**config.mk**
```make
export PLATFORM = sky130hd
export DESIGN_NAME = sha256_block_padder
export DESIGN_NICKNAME = d
export VERILOG_FILES = /design/src/rtl/sha256_block_padder.sv
export SDC_FILE = /design/constraint.sdc
export NUM_CORES = 1
export LEC_CHECK = 0
export ABC_AREA = 1
export ABC_CLOCK_PERIOD_IN_PS = 2550
export BUFFER_PORTS_ARGS = -buffer_cell sky130_fd_sc_hd__buf_2
export CAP_MARGIN = 20
export CORE_UTILIZATION = 40
export CTS_CLUSTER_DIAMETER = 200
export DETAILED_ROUTE_END_ITERATION = 6
export PLACE_DENSITY = 0.62
export SLEW_MARGIN = 10
export SYNTH_ARGS = -nofsm -noshare
export SYNTH_HDL_FRONTEND = slang
export SYNTH_SLANG_ARGS = --single-unit
```
**constraint.sdc**
```tcl
create_clock -name clk -period 2.55 [get_ports clk]
set_clock_uncertainty 0.15 [all_clocks]
set_input_delay 0.255 -clock clk [delete_from_list [all_inputs] [get_ports clk]]
set_output_delay 0.255 -clock clk [all_outputs]
set_load 0.05 [all_outputs]
```
**src/rtl/sha256_block_padder.sv**
```systemverilog
// SHA-256 front end: fetches a NUM_OF_WORDS-word message, pads it and streams 512-bit blocks.
// Define SHA256_PAD_BYTESWAP_EN to byte-reverse memory words (little-endian message storage).
module sha256_block_padder #(
  parameter int unsigned NUM_OF_WORDS = 20,
  parameter int unsigned MSG_SIZE     = NUM_OF_WORDS * 32
) (
  input  logic         clk,
  input  logic         reset_n,
  input  logic         start,
  input  logic [15:0]  message_addr,
  output logic         mem_clk,
  output logic         mem_we,
  output logic [15:0]  mem_addr,
  input  logic [31:0]  mem_read_data,
  output logic         blk_valid,
  input  logic         blk_ready,
  output logic [511:0] blk_data,
  output logic         blk_last,
  output logic         busy,
  output logic         done
);

  localparam int unsigned NUM_BLOCKS = (NUM_OF_WORDS + 18) >> 4;
  localparam logic [11:0] NumWords   = 12'(NUM_OF_WORDS);
  localparam logic [11:0] LastIdx    = 12'(16 * NUM_BLOCKS - 1);
  localparam logic [7:0]  LastBlk    = 8'(NUM_BLOCKS - 1);

  typedef enum logic [2:0] {StIdle, StFetch, StCapture, StPresent, StDone} state_e;

  state_e             state_q, state_d;
  logic [7:0]         b_q, b_d;
  logic [3:0]         s_q, s_d;
  logic [15:0]        base_q, base_d;
  logic [15:0]        mem_addr_q, mem_addr_d;
  logic               pend_q, pend_d;
  logic [3:0]         pend_slot_q, pend_slot_d;
  logic [0:15][31:0]  buf_q, buf_d;

  logic [11:0] j;
  logic [11:0] j_inc;
  logic [11:0] j_next_blk;
  logic [31:0] mem_word;
  logic [31:0] pad_word;

  assign j          = {b_q, s_q};
  assign j_inc      = j + 12'd1;
  assign j_next_blk = {b_q + 8'd1, 4'd0};

`ifdef SHA256_PAD_BYTESWAP_EN
  assign mem_word = {mem_read_data[7:0], mem_read_data[15:8],
                     mem_read_data[23:16], mem_read_data[31:24]};
`else
  assign mem_word = mem_read_data;
`endif

  // Only meaningful for j >= N: marker, length low word, or zero fill.
  always_comb begin
    pad_word = 32'h0000_0000;
    if (j == NumWords) begin
      pad_word = 32'h8000_0000;
    end else if (j == LastIdx) begin
      pad_word = 32'(MSG_SIZE);
    end
  end

  always_comb begin
    state_d     = state_q;
    b_d         = b_q;
    s_d         = s_q;
    base_d      = base_q;
    mem_addr_d  = mem_addr_q;
    pend_d      = 1'b0;
    pend_slot_d = pend_slot_q;
    buf_d       = buf_q;

    // Read data for the slot addressed last cycle arrives now.
    if (pend_q) begin
      buf_d[pend_slot_q] = mem_word;
    end

    unique case (state_q)
      StIdle: begin
        if (start) begin
          base_d     = message_addr;
          b_d        = 8'd0;
          s_d        = 4'd0;
          mem_addr_d = message_addr;
          state_d    = StFetch;
        end
      end
      StFetch: begin
        if (j < NumWords) begin
          pend_d      = 1'b1;
          pend_slot_d = s_q;
        end else begin
          buf_d[s_q] = pad_word;
        end
        if (s_q == 4'd15) begin
          state_d = StCapture;
        end else begin
          s_d = s_q + 4'd1;
          if (j_inc < NumWords) begin
            mem_addr_d = base_q + 16'(j_inc);
          end
        end
      end
      StCapture: begin
        state_d = StPresent;
      end
      StPresent: begin
        if (blk_ready) begin
          if (b_q == LastBlk) begin
            state_d = StDone;
          end else begin
            b_d     = b_q + 8'd1;
            s_d     = 4'd0;
            state_d = StFetch;
            if (j_next_blk < NumWords) begin
              mem_addr_d = base_q + 16'(j_next_blk);
            end
          end
        end
      end
      StDone: begin
        state_d = StIdle;
      end
      default: begin
        state_d = StIdle;
      end
    endcase
  end

  always_ff @(posedge clk or negedge reset_n) begin
    if (!reset_n) begin
      state_q     <= StIdle;
      b_q         <= 8'd0;
      s_q         <= 4'd0;
      base_q      <= 16'd0;
      mem_addr_q  <= 16'd0;
      pend_q      <= 1'b0;
      pend_slot_q <= 4'd0;
      buf_q       <= '0;
    end else begin
      state_q     <= state_d;
      b_q         <= b_d;
      s_q         <= s_d;
      base_q      <= base_d;
      mem_addr_q  <= mem_addr_d;
      pend_q      <= pend_d;
      pend_slot_q <= pend_slot_d;
      buf_q       <= buf_d;
    end
  end

  assign mem_clk   = clk;
  assign mem_we    = 1'b0;
  assign mem_addr  = mem_addr_q;
  assign blk_valid = (state_q == StPresent);
  assign blk_last  = blk_valid && (b_q == LastBlk);
  assign blk_data  = buf_q;
  assign busy      = (state_q != StIdle);
  assign done      = (state_q == StDone);

endmodule
```
==> flow_summary.html, run 1 <==
<table>
<tr><th>Metric</th><th>Value</th></tr>
<tr><th colspan="2">Final layout</th></tr>
<tr><td>Signed area change from the synthesized netlist to the final layout</td><td>28.9%</td></tr>
<tr><td>Antenna Cells</td><td>0</td></tr>
<tr><td>Cell Count, Final, Fillers Out</td><td>4751</td></tr>
<tr><td>Count of filler cells inserted in the layout</td><td>6290</td></tr>
<tr><td>Share of post-route cells with drive strength above 1</td><td>31.1%</td></tr>
<tr><td>Count of nets after finishing</td><td>3922</td></tr>
<tr><th colspan="2">Logic synthesis</th></tr>
<tr><td>Sequential-to-total area share from yosys stat</td><td>51.9%</td></tr>
<tr><td>Post-synthesis instance area</td><td>27200 sq um</td></tr>
<tr><td>Seq cells post-synth</td><td>564</td></tr>
<tr><td>Post-synth EDFFs</td><td>0</td></tr>
<tr><td>Most instantiated flip-flop cell in the synthesis netlist</td><td>dfrtp_1</td></tr>
<tr><td>Syn_area_per_cell</td><td>8.54 sq um</td></tr>
<tr><td>Fraction of synthesis flops using an asynchronous set or reset pin</td><td>100%</td></tr>
<tr><td>Net count of the mapped netlist</td><td>3265</td></tr>
<tr><td>Gate count of the mapped netlist</td><td>3181</td></tr>
<tr><td>Netlist cell types</td><td>41</td></tr>
<tr><td>Synthesis warning total</td><td>0</td></tr>
<tr><th colspan="2">Power</th></tr>
<tr><td>Pwr per Cell Area</td><td>1480 nW/um^2</td></tr>
<tr><td>Standby leakage power</td><td>0.0212 uW</td></tr>
<tr><td>Post-layout power</td><td>51800 uW</td></tr>
<tr><td>Maximum ir drop on the vdd rail</td><td>826 uV</td></tr>
<tr><th colspan="2">GRT</th></tr>
<tr><td>Global route overflow</td><td>0</td></tr>
<tr><td>Wire length of the first global-routing pass</td><td>149 mm</td></tr>
<tr><td>Maximum number of pins on one net before global-route repair</td><td>85</td></tr>
<tr><td>Overall track demand over capacity in global routing</td><td>28.7%</td></tr>
<tr><td>Number of antenna violations at the first check in global routing</td><td>4</td></tr>
<tr><td>Vias in the first global route</td><td>22800</td></tr>
<tr><th colspan="2">Clock network</th></tr>
<tr><td>Clk_lat worst skew</td><td>0.72 ns</td></tr>
<tr><td>Register clock-pin slew on the reported worst setup and hold paths</td><td>0.06 ns</td></tr>
<tr><td>CTS tree</td><td>yes</td></tr>
<tr><th colspan="2">Detailed routing</th></tr>
<tr><td>Detailed-routing iteration count for the pre-antenna-repair pass</td><td>6</td></tr>
<tr><td>Post-DRT Antenna Nets</td><td>0</td></tr>
<tr><td>Vias per cell</td><td>4.96</td></tr>
<tr><td>Iteration-0 DRC Markers</td><td>2198</td></tr>
<tr><td>Final routed wirelength across all metal layers</td><td>100 mm</td></tr>
<tr><td>Drt drc</td><td>0</td></tr>
<tr><td>Routed length per placed instance</td><td>21.1 microns</td></tr>
<tr><td>Count of vias placed by the detailed router</td><td>23600</td></tr>
<tr><th colspan="2">Worst setup path</th></tr>
<tr><td>Maximum fanout encountered on the critical timing path</td><td>4</td></tr>
<tr><td>Worst R2R Setup Slack</td><td>0.09 ns</td></tr>
<tr><td>Critical Path End Type</td><td>primary output</td></tr>
<tr><td>Sort of element at the start of the critical path</td><td>flop</td></tr>
<tr><td>Worst setup path category</td><td>flop to primary output</td></tr>
<tr><td>Crit path max-delay cell type</td><td>dfrtp_2</td></tr>
<tr><td>Critical path data required time</td><td>2.14 ns</td></tr>
<tr><td>Cell chain of the critical path</td><td>buf_6 -&gt; inv_4 -&gt; ha_4 -&gt; inv_2 -&gt; nor2_2 -&gt; nand3_2 -&gt; nor2_4 -&gt; buf_8</td></tr>
<tr><td>Critical Path Max Stage Delay</td><td>0.48 ns</td></tr>
<tr><td>Arrival time reported for the critical path endpoint</td><td>2.08 ns</td></tr>
<tr><th colspan="2">Timing</th></tr>
<tr><td>Min Tclk post-route</td><td>2.49 ns</td></tr>
<tr><td>Final Max Slew Viols</td><td>0</td></tr>
<tr><td>Relative slew slack</td><td>50.0%</td></tr>
<tr><td>Final period utilization</td><td>97.5%</td></tr>
<tr><td>Max Freq</td><td>0.402 GHz</td></tr>
<tr><td>Final setup violating endpoints</td><td>0</td></tr>
<tr><td>Number of hold-slack violations in the final timing report</td><td>0</td></tr>
<tr><td>Setup repair after global routing missed its margin</td><td>true</td></tr>
<tr><td>Slew at the pin closest to its max-slew limit</td><td>0.749 ns</td></tr>
<tr><th colspan="2">Die</th></tr>
<tr><td>Top-level I/O count</td><td>586</td></tr>
<tr><td>Starting utilization of the core area</td><td>40.5%</td></tr>
<tr><td>Die area</td><td>69000 sq um</td></tr>
<tr><td>Die Ht</td><td>263 microns</td></tr>
<tr><td>Standard cell core area</td><td>67200 sq um</td></tr>
<tr><td>Number of standard-cell rows in the floorplan</td><td>95</td></tr>
<tr><td>Die width</td><td>263 microns</td></tr>
<tr><th colspan="2">Place</th></tr>
<tr><td>Placer's final routability congestion estimate</td><td>0.902</td></tr>
<tr><td>Count of placed standard cells including taps</td><td>4581</td></tr>
<tr><td>DPL Wire Length</td><td>69.2 mm</td></tr>
<tr><td>Buffers added on ports</td><td>584</td></tr>
<tr><th colspan="2">Status</th></tr>
<tr><td>Status</td><td>finished clean</td></tr>
<tr><th colspan="2">Hold path</th></tr>
<tr><td>Worst min path class</td><td>input port to async pin</td></tr>
<tr><th colspan="2">Job</th></tr>
<tr><td>Max capacitance violation total</td><td>0</td></tr>
</table>
## layout by cell type, fill, tap and decap left out, types with 4 or more instances in the layout
cell	n
dlygate4sd3_1	51
nand3_1	69
buf_6	11
ha_4	16
mux2_2	247
clkbuf_16	71
clkbuf_8	11
a21oi_1	78
nand2_1	914
buf_4	95
nor2_4	17
dfrtp_2	5
ha_1	14
inv_1	572
a21oi_2	6
clkbuf_1	15
o21ai_0	220
nand3_2	20
clkinv_2	6
mux2i_1	6
buf_2	582
buf_12	27
inv_2	19
o21ai_1	6
dfrtp_1	559
nor2_2	13
o22ai_1	7
nor2_1	63
o211ai_1	11
nor3_2	4
nand2_2	24
or2_2	7
nand4_1	69
nand3b_1	5
## registers in the layout (all words and copies together) (netlist names)
signal / cells
pend_slot_q: 4
state_q: 3
base_q: 16
mem_addr: 16
s_q: 4
pend_q: 1
b_q: 8
blk_data: 512
## report_power, final
group          total [uW]  switching (uW)  leakage [uW]  internal (uW)
registers           14500            2090       0.00733          12400
logic               27700           20400        0.0128           7240
clock network        9670            3960       0.00107           5710
total               51800           26500        0.0212          25400
## synth_stat cells (3+ instances only)
cell	count	area, sq um
nand2_1	937	3520
inv_1	584	2190
dfrtp_1	564	14100
mux2_2	247	2780
o21ai_0	226	1130
clkbuf_1	107	402
nand3_1	88	440
a21oi_1	83	415
nor2_1	78	293
nand4_1	69	432
buf_2	66	330
ha_1	30	375
nor2_2	14	87.6
o211ai_1	11	82.6
inv_2	8	30.0
o22ai_1	7	43.8
or2_2	7	43.8
buf_4	6	45.0
mux2i_1	6	60.1
nand3b_1	5	37.5
nor3_1	4	20.0
xnor2_1	4	35.0
and2_1	3	18.8
nand3_2	3	30.0
## final cells by class
class	instances	area, sq um	area share [%]
sequential	564	14100	40.3
multi-input combinational	1842	10600	30.3
timing repair buffer	767	4830	13.8
inverter	593	2230	6.36
clock buffer	98	1990	5.68
tap	873	1090	3.12
clock inverter	14	171	0.489
## repair_timing
item / in CTS / in global routing
setup buffers: 3 / 5
gates resized for setup: 30 / 100
pin swaps: 8 / 20
endpoints found under the hold margin: 678 / 0
endpoints found under the setup margin: 7 / 128
hold buffers: 52 / 0
## through the flow
| stage | instance area [sq um] | util, % | worst slack (ns) | hold slack (ns) | setup TNS [ns] |
|---|---|---|---|---|---|
| 3_3_place_gp | 31800 | 47.3 | -0.0902 | 0.0691 | -0.268 |
| 3_5_place_dp | 31800 | 47.3 | -0.0882 | 0.0741 | -0.314 |
| 4_1_cts | 34600 | 51.5 | 0.00185 | 0.129 | 0 |
| 2_1_floorplan | 27200 | - | 0.0530 | -0.191 | 0 |
| 5_1_grt | 35000 | 52.2 | -0.0976 | 0.163 | -0.589 |
| 6_report | 35000 | 52.2 | 0.0631 | 0.156 | 0 |
## per-layer routing
layer / wire length (microns) / GRT usage [%]
met5: 0 / 0
met4: 4270 / 12.0
met3: 7540 / 6.54
met2: 46100 / 45.6
met1: 42400 / 37.7
## critical path: cells and delay by family, from the launching register on
kind,cells,cell delay [ns]
DFF,1,0.48
adders and majority gates,1,0.12
buffers and inverters,4,0.41
and+or+nand+nor,3,0.37
## path summary, 6_finish.rpt
kind | start | endpoint | cells past startpoint
max | b_q[1] | blk_last | 8
min | reset_n | blk_data[98] | 3
max reg2reg | b_q[1] | mem_addr[15] | 20
min reg2reg | mem_addr[0] | mem_addr[0] | 2
max in group asynchronous | reset_n | blk_data[15] | 4
min in group clk | message_addr[8] | base_q[8] | 3
## logic make-up (layout without fill, tap and decap cells)
logic type,after synthesis,in the layout,synth area share [%]
multiplexers,254,254,10.5
flip-flops,564,564,51.9
other,1,1,0.0138
buffers and inverters,775,1472,11.1
AO/OA/AOI/OAI,333,333,6.35
XOR/XNOR,6,6,0.193
AND/OR/NAND/NOR,1216,1216,18.4
adder cells (fa/ha/maj),32,32,1.53
(Power assumes the default switching activity.)
==> run 2: changes to the inputs <==
--- a/config.mk
+++ b/config.mk
@@ -9,10 +9,12 @@
 export ABC_CLOCK_PERIOD_IN_PS = 2550
 export BUFFER_PORTS_ARGS = -buffer_cell sky130_fd_sc_hd__buf_2
 export CAP_MARGIN = 20
-export CORE_UTILIZATION = 40
+export CELL_PAD_IN_SITES_DETAIL_PLACEMENT = 0
+export CELL_PAD_IN_SITES_GLOBAL_PLACEMENT = 1
+export CORE_UTILIZATION = 36
 export CTS_CLUSTER_DIAMETER = 200
 export DETAILED_ROUTE_END_ITERATION = 6
-export PLACE_DENSITY = 0.62
+export PLACE_DENSITY = 0.73
 export SLEW_MARGIN = 10
 export SYNTH_ARGS = -nofsm -noshare
 export SYNTH_HDL_FRONTEND = slang
==> flow_summary.html, run 2 (synthesis results as in run 1) <==
<table>
<tr><th>Metric</th><th>Value</th></tr>
<tr><th colspan="2">Detailed routing</th></tr>
<tr><td>Drt drc</td><td>0 (unchanged)</td></tr>
<tr><td>Iteration-0 DRC Markers</td><td>1720 (-22%)</td></tr>
<tr><td>Detailed-routing iteration count for the pre-antenna-repair pass</td><td>5 (-1)</td></tr>
<tr><td>Post-DRT Antenna Nets</td><td>0 (unchanged)</td></tr>
<tr><td>Final routed wirelength across all metal layers</td><td>103 mm (+3.1%)</td></tr>
<tr><td>Count of vias placed by the detailed router</td><td>23400 (-0.64%)</td></tr>
<tr><td>Vias per cell</td><td>4.79 (-3.5%)</td></tr>
<tr><td>Routed length per placed instance</td><td>21.1 microns (+0.13%)</td></tr>
<tr><th colspan="2">Job</th></tr>
<tr><td>Max capacitance violation total</td><td>0 (unchanged)</td></tr>
<tr><th colspan="2">Die</th></tr>
<tr><td>Die Ht</td><td>277 microns (+5.4%)</td></tr>
<tr><td>Top-level I/O count</td><td>586 (unchanged)</td></tr>
<tr><td>Number of standard-cell rows in the floorplan</td><td>100 (+5.3%)</td></tr>
<tr><td>Starting utilization of the core area</td><td>36.4% (-4.0 points)</td></tr>
<tr><td>Standard cell core area</td><td>74600 sq um (+11%)</td></tr>
<tr><td>Die area</td><td>76600 sq um (+11%)</td></tr>
<tr><td>Die width</td><td>277 microns (+5.4%)</td></tr>
<tr><th colspan="2">Timing</th></tr>
<tr><td>Min Tclk post-route</td><td>2.50 ns (+0.0145 ns)</td></tr>
<tr><td>Relative slew slack</td><td>51.3% (+1.3 points)</td></tr>
<tr><td>Final setup violating endpoints</td><td>0 (unchanged)</td></tr>
<tr><td>Final Max Slew Viols</td><td>0 (unchanged)</td></tr>
<tr><td>Number of hold-slack violations in the final timing report</td><td>0 (unchanged)</td></tr>
<tr><td>Setup repair after global routing missed its margin</td><td>true</td></tr>
<tr><td>Max Freq</td><td>0.400 GHz (-0.58%)</td></tr>
<tr><td>Final period utilization</td><td>98.1% (+0.57 points)</td></tr>
<tr><td>Slew at the pin closest to its max-slew limit</td><td>0.731 ns (-0.0187 ns)</td></tr>
<tr><th colspan="2">Worst setup path</th></tr>
<tr><td>Critical Path End Type</td><td>flop</td></tr>
<tr><td>Arrival time reported for the critical path endpoint</td><td>2.97 ns (+0.89 ns)</td></tr>
<tr><td>Path depth of the worst reg2reg path</td><td>18 (-10%)</td></tr>
<tr><td>Crit path max-delay cell type</td><td>dfrtp_2</td></tr>
<tr><td>Cell type with the highest occurrence count on the critical path</td><td>nand2_1</td></tr>
<tr><td>Worst setup path category</td><td>flop to flop</td></tr>
<tr><td>Maximum fanout encountered on the critical timing path</td><td>5 (+1)</td></tr>
<tr><td>Cell chain of the critical path</td><td>nand3_4 -&gt; nor2_4 -&gt; buf_4 -&gt; nand2_1 -&gt; nand2_2 -&gt; inv_2 -&gt; ha_4 -&gt; nand2_2 -&gt; inv_2 -&gt; nand2_2 -&gt; nor3_2 -&gt; nand2_1 -&gt; nand2_1 -&gt; nand2_1 -&gt; nand3_1 -&gt; nand3_1 -&gt; nand3_1 -&gt; nand2_1</td></tr>
<tr><td>Sort of element at the start of the critical path</td><td>flop</td></tr>
<tr><td>Critical path data required time</td><td>3.02 ns (+0.88 ns)</td></tr>
<tr><td>Critical Path Max Stage Delay</td><td>0.47 ns (about the same)</td></tr>
<tr><th colspan="2">Place</th></tr>
<tr><td>Buffers added on ports</td><td>584 (unchanged)</td></tr>
<tr><td>DPL Wire Length</td><td>72.5 mm (+4.7%)</td></tr>
<tr><td>Placer's final routability congestion estimate</td><td>0.870 (-3.5%)</td></tr>
<tr><th colspan="2">GRT</th></tr>
<tr><td>Global route overflow</td><td>0 (unchanged)</td></tr>
<tr><td>Vias in the first global route</td><td>22500 (-1.5%)</td></tr>
<tr><td>Overall track demand over capacity in global routing</td><td>26.7% (-2.0 points)</td></tr>
<tr><td>Number of antenna violations at the first check in global routing</td><td>3 (-1)</td></tr>
<tr><td>Wire length of the first global-routing pass</td><td>153 mm (+2.9%)</td></tr>
<tr><td>Maximum number of pins on one net before global-route repair</td><td>65 (-24%)</td></tr>
<tr><th colspan="2">Final layout</th></tr>
<tr><td>Finished Core Util</td><td>47.6% (-4.6 points)</td></tr>
<tr><td>Leading cell types in the layout, fill and taps excluded</td><td>914 x nand2_1, 582 x buf_2, 572 x inv_1</td></tr>
<tr><td>Count of nets after finishing</td><td>3952 (+0.76%)</td></tr>
<tr><td>Area of the multi-input gates</td><td>10500 sq um (-0.58%)</td></tr>
<tr><td>Signed area change from the synthesized netlist to the final layout</td><td>30.6%</td></tr>
<tr><td>Max FFs per register</td><td>512 (unchanged)</td></tr>
<tr><td>Leading cell type in the layout, fill and taps excluded</td><td>nand2_1</td></tr>
<tr><td>FF+latch area</td><td>14100 sq um (unchanged)</td></tr>
<tr><td>Count of filler cells inserted in the layout</td><td>7337 (+17%)</td></tr>
<tr><td>Share of post-route cells with drive strength above 1</td><td>31.3% (+0.27 points)</td></tr>
<tr><th colspan="2">Power</th></tr>
<tr><td>Pwr per Cell Area</td><td>1470 nW/um^2 (-0.43%)</td></tr>
<tr><td>Post-layout power</td><td>52300 uW (+0.85%)</td></tr>
<tr><td>Standby leakage power</td><td>0.0213 uW (+0.88%)</td></tr>
<tr><td>Maximum ir drop on the vdd rail</td><td>1020 uV (+23%)</td></tr>
<tr><th colspan="2">Clock network</th></tr>
<tr><td>CTS tree</td><td>yes</td></tr>
<tr><td>Register clock-pin slew on the reported worst setup and hold paths</td><td>0.06 ns (about the same)</td></tr>
<tr><td>Clk_lat worst skew</td><td>0.73 ns (about the same)</td></tr>
<tr><th colspan="2">Status</th></tr>
<tr><td>Status</td><td>finished clean</td></tr>
<tr><th colspan="2">Hold path</th></tr>
<tr><td>Worst min path class</td><td>input port to async pin</td></tr>
</table>
-- run 2: changes by cell type in the layout (fill, tap and decap cells not counted), moves of 4 or more --
cell / delta
buf_12: +4
buf_4: +27
buf_6: -5
clkinv_2: +4
dlygate4sd3_1: +4
nand3_1: +7
nand3_2: -8
-- run 2: through the flow --
| stage | hold WS [ns] | setup WS (ns) | setup TNS, ns | instance area (sq um) | cells |
|---|---|---|---|---|---|
| 4_1_cts | 0.122 | 0.00483 | 0 | 35100 | 4884 |
| 6_report | 0.151 | 0.0485 | 0 | 35500 | 4892 |
| 5_1_grt | 0.150 | -0.154 | -0.745 | 35500 | 4890 |
| 3_3_place_gp | 0.0910 | -0.0870 | -0.316 | 32100 | 4699 |
| 3_5_place_dp | 0.0888 | -0.101 | -0.385 | 32100 | 4699 |
| 2_1_floorplan | -0.191 | 0.0530 | 0 | 27200 | 3181 |
-- run 2: per-layer routing --
metal / share of wire, % / vias up / GRT usage [%]
li1: - / 11200 / -
met1: 44 / 11300 / 35.5
met2: 47 / 798 / 43.0
met3: 6.7 / 135 / 6.20
met4: 2.8 / 0 / 8.32
met5: 0 / - / 0
-- run 2: critical path: cells and delay by family (launching register included) --
family | cells | cell delay [ns]
simple gates | 14 | 1.26
flops | 1 | 0.47
fa+ha+maj | 1 | 0.28
buf+inv | 3 | 0.25
-- run 2: area by class of cell --
cell class / instances / area share (%)
Clock buffer: 102 / 5.61
Sequential cell: 564 / 39.8
Tap cell: 969 / 3.42
Antenna cell: 2 / 0.0141
Inverter: 593 / 6.29
Multi-Input combinational cell: 1842 / 29.7
Clock inverter: 23 / 0.800
Timing Repair Buffer: 797 / 14.4
-- run 2: worst paths after layout --
check                            startpoint       endpoint  slack (ns)
max                                  b_q[0]   mem_addr[13]        0.05
min reg2reg                     mem_addr[2]    mem_addr[2]        0.32
max reg2reg                          b_q[0]   mem_addr[13]        0.05
min                                 reset_n  blk_data[232]        0.15
max in group asynchronous           reset_n      base_q[4]        1.59
min in group clk           message_addr[14]     base_q[14]        0.16
-- run 2: report_power, final --
group	switching (uW)	leakage, uW	total (uW)	internal, uW
clock	4140	0.00112	9930	5790
sequential	2120	0.00733	14500	12400
combinational	20500	0.0129	27800	7340
total	26700	0.0213	52300	25500
-- run 2: timing repair --
action | in CTS | in global routing
setup buffers | 5 | 6
endpoints found under the setup margin | 8 | 14
pin swaps | 4 | 30
endpoints found under the hold margin | 612 | 0
hold buffers | 56 | 0
resized for setup | 31 | 83
